[src/rtl/mem_arb_pkg.sv]
// Shared types and requester ids for the two-port memory arbiter.
package mem_arb_pkg;

    localparam logic REQ_CPU = 1'b0;
    localparam logic REQ_DMA = 1'b1;

    localparam int ARB_AW = 32;
    localparam int ARB_DW = 32;

    typedef struct packed {
        logic                  we;
        logic [ARB_AW-1:0]     addr;
        logic [ARB_DW-1:0]     wdata;
        logic [ARB_DW/8-1:0]   wm;
    } mem_req_t;

    typedef struct packed {
        logic valid;
        logic id;
    } tag_t;

endpackage

[src/rtl/mem_port_arbiter_if.sv]
// Requester-side bus of the memory port arbiter: two request channels, two response strobes, shared read data.
interface mem_port_arbiter_if #(
    parameter int AW = 32,
    parameter int DW = 32
);
    logic [1:0]                rq_valid;
    logic [1:0]                rq_ready;
    logic [1:0]                rq_we;
    logic [1:0][AW-1:0]        rq_addr;
    logic [1:0][DW-1:0]        rq_wdata;
    logic [1:0][DW/8-1:0]      rq_wm;
    logic [1:0]                rs_valid;
    logic [DW-1:0]             rs_rdata;

    modport master (
        output rq_valid, rq_we, rq_addr, rq_wdata, rq_wm,
        input  rq_ready, rs_valid, rs_rdata
    );

    modport slave (
        input  rq_valid, rq_we, rq_addr, rq_wdata, rq_wm,
        output rq_ready, rs_valid, rs_rdata
    );
endinterface

[src/rtl/mem_port_arbiter_rr_arb2.sv]
// Two-way round-robin grant; last_grant remembers the previous winner so a conflict goes to the other side.
module rr_arb2
    import mem_arb_pkg::*;
(
    input  logic       clk,
    input  logic       reset,
    input  logic [1:0] valid,
    output logic [1:0] grant,
    output logic       grant_id,
    output logic       granted
);

    logic last_grant;

    always_comb begin
        // NOTE: every output gets a default first so no path leaves it unassigned and infers a latch.
        grant    = 2'b00;
        grant_id = REQ_CPU;
        case (valid)
            2'b01: grant_id = REQ_CPU;
            2'b10: grant_id = REQ_DMA;
            2'b11: grant_id = ~last_grant;
            default: grant_id = REQ_CPU;
        endcase
        granted = |valid;
        if (granted) grant = grant_id ? 2'b10 : 2'b01;
    end

    always_ff @(posedge clk or posedge reset) begin
        if (reset) begin
            last_grant <= REQ_DMA;
        end else if (granted) begin
            // NOTE: state registers use non-blocking assignment so all flops update from pre-edge values.
            last_grant <= grant_id;
        end
    end

endmodule

[src/rtl/mem_port_arbiter.sv]
// Shares the RAM regular port between CPU and DMA requesters and returns each response RD_LAT cycles later.
// Optional perf counters are compiled in with `define MEM_ARB_PERF_EN.
module mem_port_arbiter
    import mem_arb_pkg::*;
#(
    parameter int AW     = 32,
    parameter int DW     = 32,
    parameter int RD_LAT = 1
) (
    input  logic              clk,
    input  logic              reset,
    mem_port_arbiter_if.slave bus,
    output logic              mem_we,
    output logic [AW-1:0]     mem_a,
    output logic [DW-1:0]     mem_wd,
    output logic [DW/8-1:0]   mem_wm,
    input  logic [DW-1:0]     mem_rd
`ifdef MEM_ARB_PERF_EN
    ,
    output logic [31:0]       perf_grant0,
    output logic [31:0]       perf_grant1,
    output logic [31:0]       perf_conflict
`endif
);

    logic [1:0] grant;
    logic       grant_id;
    logic       granted;
    tag_t       tag_q [RD_LAT];
    tag_t       tag_out;

    rr_arb2 u_arb (
        .clk      (clk),
        .reset    (reset),
        .valid    (bus.rq_valid),
        .grant    (grant),
        .grant_id (grant_id),
        .granted  (granted)
    );

    assign bus.rq_ready = grant;

    always_comb begin
        mem_we = 1'b0;
        mem_a  = '0;
        mem_wd = '0;
        mem_wm = '0;
        if (granted) begin
            mem_a  = bus.rq_addr[grant_id];
            mem_wd = bus.rq_wdata[grant_id];
            mem_wm = bus.rq_wm[grant_id];
            // A zero-mask write is acknowledged but must not touch the RAM.
            mem_we = bus.rq_we[grant_id] && (|bus.rq_wm[grant_id]);
        end
    end

    // NOTE: the tag pipeline is control state and is reset so in-flight responses are dropped; the RAM itself is not.
    always_ff @(posedge clk or posedge reset) begin
        if (reset) begin
            for (int i = 0; i < RD_LAT; i++) tag_q[i] <= '0;
        end else begin
            tag_q[0] <= '{valid: granted, id: grant_id};
            for (int i = 1; i < RD_LAT; i++) tag_q[i] <= tag_q[i-1];
        end
    end

    assign tag_out = tag_q[RD_LAT-1];

    always_comb begin
        bus.rs_valid = 2'b00;
        if (tag_out.valid) bus.rs_valid = (tag_out.id == REQ_DMA) ? 2'b10 : 2'b01;
        bus.rs_rdata = (|bus.rs_valid) ? mem_rd : '0;
    end

`ifdef MEM_ARB_PERF_EN
    always_ff @(posedge clk or posedge reset) begin
        if (reset) begin
            perf_grant0   <= '0;
            perf_grant1   <= '0;
            perf_conflict <= '0;
        end else begin
            if (grant[0]) perf_grant0 <= perf_grant0 + 32'd1;
            if (grant[1]) perf_grant1 <= perf_grant1 + 32'd1;
            if (&bus.rq_valid) perf_conflict <= perf_conflict + 32'd1;
        end
    end
`endif

endmodule

[src/flat_wrapper.sv]
// flat-port wrapper written by rule: the top's interface ports become plain ports
module mem_port_arbiter_flat import mem_arb_pkg::*;
#(
    parameter int AW     = 32,
    parameter int DW     = 32,
    parameter int RD_LAT = 1
)
  (clk, reset, mem_we, mem_a, mem_wd, mem_wm, mem_rd, bus_rq_valid, bus_rq_we, bus_rq_addr, bus_rq_wdata, bus_rq_wm, bus_rq_ready, bus_rs_valid, bus_rs_rdata);
  mem_port_arbiter_if #(.AW(AW), .DW(DW)) bus_i ();
  input  logic clk;
  input  logic reset;
  output logic mem_we;
  output logic [AW-1:0] mem_a;
  output logic [DW-1:0] mem_wd;
  output logic [DW/8-1:0] mem_wm;
  input  logic [DW-1:0] mem_rd;
  input wire logic [$bits(bus_i.rq_valid)-1:0] bus_rq_valid;
  input wire logic [$bits(bus_i.rq_we)-1:0] bus_rq_we;
  input wire logic [$bits(bus_i.rq_addr)-1:0] bus_rq_addr;
  input wire logic [$bits(bus_i.rq_wdata)-1:0] bus_rq_wdata;
  input wire logic [$bits(bus_i.rq_wm)-1:0] bus_rq_wm;
  output wire logic [$bits(bus_i.rq_ready)-1:0] bus_rq_ready;
  output wire logic [$bits(bus_i.rs_valid)-1:0] bus_rs_valid;
  output wire logic [$bits(bus_i.rs_rdata)-1:0] bus_rs_rdata;
  assign bus_i.rq_valid = bus_rq_valid;
  assign bus_i.rq_we = bus_rq_we;
  assign bus_i.rq_addr = bus_rq_addr;
  assign bus_i.rq_wdata = bus_rq_wdata;
  assign bus_i.rq_wm = bus_rq_wm;
  assign bus_rq_ready = bus_i.rq_ready;
  assign bus_rs_valid = bus_i.rs_valid;
  assign bus_rs_rdata = bus_i.rs_rdata;
  mem_port_arbiter #(.AW(AW), .DW(DW), .RD_LAT(RD_LAT)) u_core (.clk(clk), .reset(reset), .bus(bus_i), .mem_we(mem_we), .mem_a(mem_a), .mem_wd(mem_wd), .mem_wm(mem_wm), .mem_rd(mem_rd));
endmodule
[config.mk]
export PLATFORM = sky130hd
export DESIGN_NAME = mem_port_arbiter_flat
export DESIGN_NICKNAME = d
export VERILOG_FILES = /design/src/rtl/mem_arb_pkg.sv /design/src/rtl/mem_port_arbiter_if.sv /design/src/rtl/mem_port_arbiter_rr_arb2.sv /design/src/rtl/mem_port_arbiter.sv /design/src/flat_wrapper.sv
export SDC_FILE = /design/constraint.sdc
export NUM_CORES = 1
export LEC_CHECK = 0
export BUFFER_PORTS_ARGS = -buffer_cell sky130_fd_sc_hd__buf_2
export CORE_AREA = 8 8 103 105
export CTS_BUF_LIST = sky130_fd_sc_hd__clkbuf_16
export DETAILED_ROUTE_END_ITERATION = 10
export DIE_AREA = 0 0 111 113
export GPL_ROUTABILITY_DRIVEN = 0
export PLACE_DENSITY_LB_ADDON = 0.25
export SLEW_MARGIN = 0
export SYNTH_ARGS = -nofsm -noshare
export SYNTH_HDL_FRONTEND = slang
export SYNTH_SLANG_ARGS = --single-unit
[constraint.sdc]
create_clock -name clk -period 1.44 [get_ports clk]
set_input_delay 0.144 -clock clk [delete_from_list [all_inputs] [get_ports clk]]
set_output_delay 0.144 -clock clk [all_outputs]
set_load 0.005 [all_outputs]
==> results.md, run 1 <==
- Maximum Capacitance Violations: 0
- Part of the total power dissipated in the clock network: 26.5%
- Result of the run: finished with violations
- Number of standard cells after synthesis: 281
- Cells traversed along the worst timing path: a21bo_4 > buf_6 > mux2i_1 > a32o_1 > buf_2
- Final max-slew violation count: 0
- Proportion of total power due to net switching: 36.6%
- Die footprint: 12500 µm²
- Largest net degree at the start of global routing: 39
- H-tree level count: 1
- Count of antenna diodes in the layout: 0
- Clock tree from TritonCTS: built
- Clock tree sinks: 3
- Critical Path Fanout Max: 5
- Maximum clock path buffer count: 2
- Starting density of the core: 15.1%
- Area delta synth->final: 125%
- Yosys Warn Count: 0
- Clk root buf: clkbuf_16
- Max-slew headroom at the worst pin: 74.5%
- Unrepaired setup endpoints after global routing: yes
- Cell type group with the largest total delay on the critical path: flip-flops
- Syn Std Cell Area: 1360 µm²
- Clock buffer count from CTS: 3
- Number of remaining DRC errors: 0
- Kind of launch point of the worst setup path: register
- Average vias per placed instance: 4.16
- Timing-limited maximum frequency: 608 MHz
- Net count reported at finish: 727
- Overall power: 1620 µW
- DRC marker count from the first detailed-route iteration: 168
- Core region area: 8980 µm²
- Final count of hold timing violations: 0
- Setup bufs post-CTS: 0
- Number of primary I/O pins: 279
- Total length of routed wires: 9420 µm
- Final setup skew: 0.000153 ns
- Wire length of the first global-routing pass: 14000 µm
- Share of Yosys cell area claimed by the top area cell type: 37.5%
- Buffers and inverters on the worst path: 2
- Max stage delay cell, worst path: dfstp_2
- Number of port buffers: 278
- Worst path max stage delay: 0.53 ns
- Leading post-synthesis cells by instance count: nand2_1 (136), nand3_1 (64), and2_1 (33)
- Detailed Routing Iterations Pass 1: 4
- Post-route insts no fill: 663
- Most area-hungry cell type in the Yosys netlist: nand2_1
- Register clock-pin slew on the reported worst setup and hold paths: 0.03 ns
- Most used flip-flop cell after synthesis: dfrtp_1
- Post-Synthesis Mean Instance Area: 4.84 µm²
- Leakage power: 0.00202 µW
- Peak supply drop: 0.259 mV
- Data arrival at the endpoint of the critical path: 1.50 ns
- Cell types occupying the most area after synthesis: nand2_1 (38%), nand3_1 (24%), and2_1 (15%)
- Share of final-layout standard cells stronger than drive strength 1: 54.2%
- Min setup slack post-route: -0.203 ns
- Number of flops mapped to enable cells by yosys: 0
- Number of antenna violations at the first check in global routing: 0
- Syn Nets: 455
- Vias: 2755
- Element type at the critical path end: output port
- Required time at the worst-slack endpoint: 1.30 ns
- Total instance count after detailed placement: 656
- Floorplan row count: 35
- Final min period: 1.64 ns
- Share of synthesized area occupied by flip-flops and latches: 5.61%
- Post-detail-place hpwl: 7670 µm
- Number of distinct library cell variants in the gate-level netlist after synthesis: 20
- Average wire per cell in the routed design: 14.2 µm
- Seq pwr share: 6.2%
- Crit path kind: register to output port
- Die X-Extent: 111 µm
- Tightest Hold Check Type: input pin to register
- Worst-skew pair later-pin latency: 0.22 ns
- Most common cell in the synthesized netlist: nand2_1
- P_int: 1020 µW
- Via count of the first global-routing pass: 2844
- Failing checks: negative setup slack
- Transition at the pin with the smallest max-transition slack: 0.379 ns
- Global-route usage over all layers: 13.0%
- Final Setup Violations: 70
- Fraction of registers with async set/reset: 100%
- Antenna-violating nets left: 0
- Switching power summed over all nets: 592 µW
- Power per unit of standard cell area: 529 nW/µm²
- Global route overflow: 0
- Final period util: 114%
- Part of the power in combinational logic: 67.2%
- Die Y: 113 µm
- FF+latch count, synth: 3
[power by group through the flow]
| stage | clock network [µW] | logic, µW | registers, µW |
|---|---|---|---|
| floorplan | 0 | 447 | 102 |
| global placement | 0 | 1050 | 100 |
| detailed placement | 0 | 1050 | 101 |
| CTS | 436 | 1070 | 101 |
| global route | 450 | 1220 | 101 |
| finish | 429 | 1090 | 101 |
[final cells by class]
class                      instances  area, µm²
fill                            1001       5920
timing repair buffer             292       1600
tap                              111        139
clock inverter                     1       3.75
inverter                           5       21.3
clock buffer                       3       75.1
multi-input combinational        248       1140
sequential                         3       76.3
[sequential cells by signal (all words and copies together) (netlist names)]
name / count
u_core.tag_out: 2
u_core.u_arb.last_grant: 1
[routing by layer]
layer,global-route usage [%],share of wire (%)
met5,0,0
met4,3.15,1.0
met3,4.18,9.3
met2,24.3,51
met1,13.8,39
[final timing paths]
kind                                                startpoint                             endpoint  slack [ns]  cells after the start
hold reg to reg            u_core.u_arb.last_grant$_DFFE_PP1P_  u_core.u_arb.last_grant$_DFFE_PP1P_        0.64                      3
max in group asynchronous                                reset  u_core.u_arb.last_grant$_DFFE_PP1P_        0.88                      3
min in group asynchronous                                reset          u_core.tag_out[1]$_DFF_PP0_        0.35                      3
setup / recovery           u_core.u_arb.last_grant$_DFFE_PP1P_                               mem_we       -0.20                      5
setup reg to reg           u_core.u_arb.last_grant$_DFFE_PP1P_          u_core.tag_out[0]$_DFF_PP0_        0.32                      3
hold / removal                                 bus_rq_valid[0]  u_core.u_arb.last_grant$_DFFE_PP1P_        0.13                      2
[worst reg2reg max path, stage by stage (launching register included)]
cell and delay, ns:
dfstp_2 0.53, a21bo_4 0.19, inv_4 0.09, clkbuf_16 0.19
[kinds of logic after synthesis]
group | Yosys count | share of synthesized area (%)
AOI/OAI and AO/OA | 8 | 3.86
buffers and inverters | 30 | 11.1
DFF | 3 | 5.61
muxes | 1 | 0.736
and+or+nand+nor | 239 | 78.7
[cell usage in the layout (no fill, tap or decap), drive strengths merged]
cell / n
and2: 33
a21bo: 1
buf: 289
a32o: 1
clkbuf: 5
inv: 6
nor2: 3
mux2i: 1
nand3: 64
a21boi: 1
dfrtp: 2
nor2b: 1
dfstp: 1
nor4: 2
a21oi: 5
dlygate4sd3: 1
nand2: 136
[timing repair]
item / in CTS / in global routing
pin swaps: 2 / 1
hold buffers: 1 / 0
setup endpoints to repair: 70 / 71
resized for setup: 3 / 2
gates cloned: 0 / 2
endpoints found under the hold margin: 3 / 0
[per-stage QoR]
stage / area (µm²) / worst slack, ns / utilization, % / TNS, ns / hold slack (ns)
finish: 3060 / -0.203 / 34.1 / -10.08 / 0.128
global route: 3060 / -0.281 / 34.1 / -15.32 / 0.145
CTS: 3010 / -0.203 / 33.5 / -12.66 / 0.125
detailed placement: 2900 / -0.0481 / 32.3 / -0.0949 / 0.0170
global placement: 2900 / -0.0224 / 32.3 / -0.0224 / 0.0106
floorplan: 1360 / 0.0857 / - / 0 / -0.103
Note: power is estimated with default switching activity, not from simulation.
==> inputs of run 2 (changes only) <==
==> constraint.sdc (replaced) <==
create_clock -name clk -period 1.6 [get_ports clk]
set_input_delay 0.16 -clock clk [delete_from_list [all_inputs] [get_ports clk]]
set_output_delay 0.16 -clock clk [all_outputs]
set_load 0.005 [all_outputs]
==> run 2 against run 1 <==
The flow still finishes with violations (negative setup slack). Highest routed layer unchanged. Utilization increased by 4.1 points. Clock skew increased by 0.0022 ns. Flip-flop and latch count unchanged. Critical path depth increased by 1. Final cell count increased by 2.1%. Count of clock-buffer cells in the layout unchanged. Hold slack improved by 0.013 ns. Worst setup slack improved by 0.081 ns. Combinational power increased by 7%. Largest power group unchanged. Wire length increased by 11%.
==> results.md, run 2 (same netlist as run 1, synthesis figures left out) <==
- Worst-skew pair later-pin latency: 0.22 ns (about the same)
- Maximum clock path buffer count: 2 (unchanged)
- Final max-slew violation count: 0 (unchanged)
- FF+latch area: 76.3 µm² (unchanged)
- Antenna-violating nets left: 0 (unchanged)
- Register clock-pin slew on the reported worst setup and hold paths: 0.03 ns (about the same)
- Launch point of the worst reg-to-reg path: u_core.u_arb.last_grant$_DFFE_PP1P_
- Source of the worst hold timing path: bus_rq_valid[0]
- Required time at the worst-slack endpoint: 1.44 ns (+0.14 ns)
- Die footprint: 12500 µm² (unchanged)
- Max-slew headroom at the worst pin: 73.8% (-0.70 points)
- Final min period: 1.72 ns
- Unrepaired setup endpoints after global routing: yes
- Net count reported at finish: 741 (+1.9%)
- DRC marker count from the first detailed-route iteration: 207 (+23%)
- Share of final-layout standard cells stronger than drive strength 1: 59.4% (+5.2 points)
- Critical Path Fanout Max: 19 (+14)
- Most frequent standard cell in the layout excluding fill and tap cells: buf_2
- Total area of multi-input combinational cells: 1210 µm² (+6.4%)
- Worst hold slack: 0.141 ns (+0.0131 ns)
- Number of port buffers: 278 (unchanged)
- Clock buffer count from CTS: 3 (unchanged)
- Most frequent cells in the layout: buf_2 (279), nand2_1 (118), nand3_1 (61), and2_1 (33), nand2_2 (17)
- Vias: 2880 (+4.5%)
- Number of primary I/O pins: 279 (unchanged)
- Largest net degree at the start of global routing: 66 (+69%)
- Core region area: 8980 µm² (unchanged)
- Leakage power: 0.00219 µW (+8.1%)
- Final period util: 108%
- Post-detail-place hpwl: 7610 µm (-0.83%)
- Starting density of the core: 15.1% (unchanged)
- Post-route insts no fill: 677 (+2.1%)
- Endpoint of the worst-slack reg-to-reg timing path: u_core.tag_out[0]$_DFF_PP0_
- Final count of hold timing violations: 0 (unchanged)
- Element type at the critical path end: output port
- Max reg flops: 2 (unchanged)
- Detailed Routing Iterations Pass 1: 4 (unchanged)
- Failing checks: negative setup slack
- Number of remaining DRC errors: 0 (unchanged)
- Hold-critical path depth: 2 (unchanged)
- R2R depth: 5 (+2)
- Count of antenna diodes in the layout: 0 (unchanged)
- Average wire per cell in the routed design: 15.5 µm (+8.8%)
- Endpoint of the worst hold path: u_core.u_arb.last_grant$_DFFE_PP1P_
- Area delta synth->final: 152%
- Data arrival at the endpoint of the critical path: 1.56 ns (+0.06 ns)
- Number of antenna violations at the first check in global routing: 0 (unchanged)
- Transition at the pin with the smallest max-transition slack: 0.390 ns (+0.0103 ns)
- Kind of launch point of the worst setup path: register
- Global-route usage over all layers: 12.9% (-0.15 points)
- Final Setup Violations: 69 (-1.4%)
- Floorplan row count: 35 (unchanged)
- Via count of the first global-routing pass: 2742 (-3.6%)
- Tightest Hold Check Type: input pin to register
- Clock tree sinks: 3 (unchanged)
- Min setup slack post-route: -0.123 ns (+0.0805 ns)
- Result of the run: finished with violations
- Register-to-register setup slack: 0.29 ns (-0.03 ns)
- Timing-limited maximum frequency: 580 MHz
- Average vias per placed instance: 4.25 (+2.4%)
- Total instance count after detailed placement: 652 (-0.61%)
- Die Y: 113 µm (unchanged)
- Crit path kind: register to output port
- Core Util, Final: 38.2% (+4.1 points)
- Total length of routed wires: 10500 µm (+11%)
- Peak supply drop: 0.265 mV (+2.3%)
- Final setup skew: 0.00235 ns (+0.00220 ns)
- Power per unit of standard cell area: 481 nW/µm² (-9.0%)
- Die X-Extent: 111 µm (unchanged)
- Overall power: 1650 µW (+2.0%)
- Clock tree from TritonCTS: built
- H-tree level count: 1 (unchanged)
- Wire length of the first global-routing pass: 13700 µm (-2.0%)
- Maximum Capacitance Violations: 0 (unchanged)
- Count of filler cells inserted in the layout: 965 (-3.6%)
- Post-Place Worst Slack: 0.0387 ns (+0.0869 ns)
- Clk root buf: clkbuf_16
- Global route overflow: 0 (unchanged)
## run 2: changes by cell type in the layout (fill, tap and decap cells not counted), sizes merged
cell and change:
buf +7, clkbuf +7
## run 2: worst max path at each step
stage                                        start  cells past startpoint  slack, ns    endpoint
2_1_floorplan  u_core.u_arb.last_grant$_DFFE_PP1P_                      5       0.23   mem_a[12]
3_3_place_gp   u_core.u_arb.last_grant$_DFFE_PP1P_                      6       0.06   mem_wm[1]
3_5_place_dp   u_core.u_arb.last_grant$_DFFE_PP1P_                      6       0.04   mem_wm[2]
4_1_cts        u_core.u_arb.last_grant$_DFFE_PP1P_                      5      -0.11  mem_wd[31]
5_1_grt        u_core.u_arb.last_grant$_DFFE_PP1P_                      5      -0.17      mem_we
6_report       u_core.u_arb.last_grant$_DFFE_PP1P_                      6      -0.12  mem_wd[31]
## run 2: cell type report
class / count / share of cell area (%)
multi-input combinational: 248 / 35.3
clock buffer: 3 / 2.19
timing repair buffer: 306 / 55.1
sequential: 3 / 2.23
tap: 111 / 4.05
inverter: 5 / 1.02
clock inverter: 1 / 0.109
## run 2: timing repair
item / 4_1_cts / 5_1_grt
hold buffers: 1 / 0
endpoints found under the hold margin: 3 / 0
pin swaps: 1 / 12
setup endpoints to repair: 69 / 69
resized for setup: 2 / 34
buffers inserted: 0 / 6
cloned: 0 / 14
## run 2: per-layer routing
layer / wire length (µm) / global-route usage (%) / up-vias / part of all wire (%)
li1: - / - / 1469 / -
met1: 4080 / 12.7 / 1246 / 39
met2: 5230 / 24.2 / 154 / 50
met5: 0 / 0 / - / 0
met3: 1020 / 5.24 / 11 / 9.7
met4: 140 / 3.51 / 0 / 1.3
## run 2: where the power goes
group          switching (µW)  internal [µW]
registers                5.20           86.6
clock network            68.5            322
logic                     532            636
total                     605           1040
## run 2: stage by stage
step	area (µm²)	TNS (ns)
6_report	3430	-5.72
5_1_grt	3430	-9.70
4_1_cts	2970	-4.86
3_5_place_dp	2870	0
3_3_place_gp	2870	0
2_1_floorplan	1360	0
## run 2: critical path: stages, from the launching register on
cell	delay, ns
dfstp_2	0.54
a21bo_4	0.17
buf_12	0.14
buf_12	0.15
nand3_1	0.11
nand2_1	0.10
buf_2	0.11
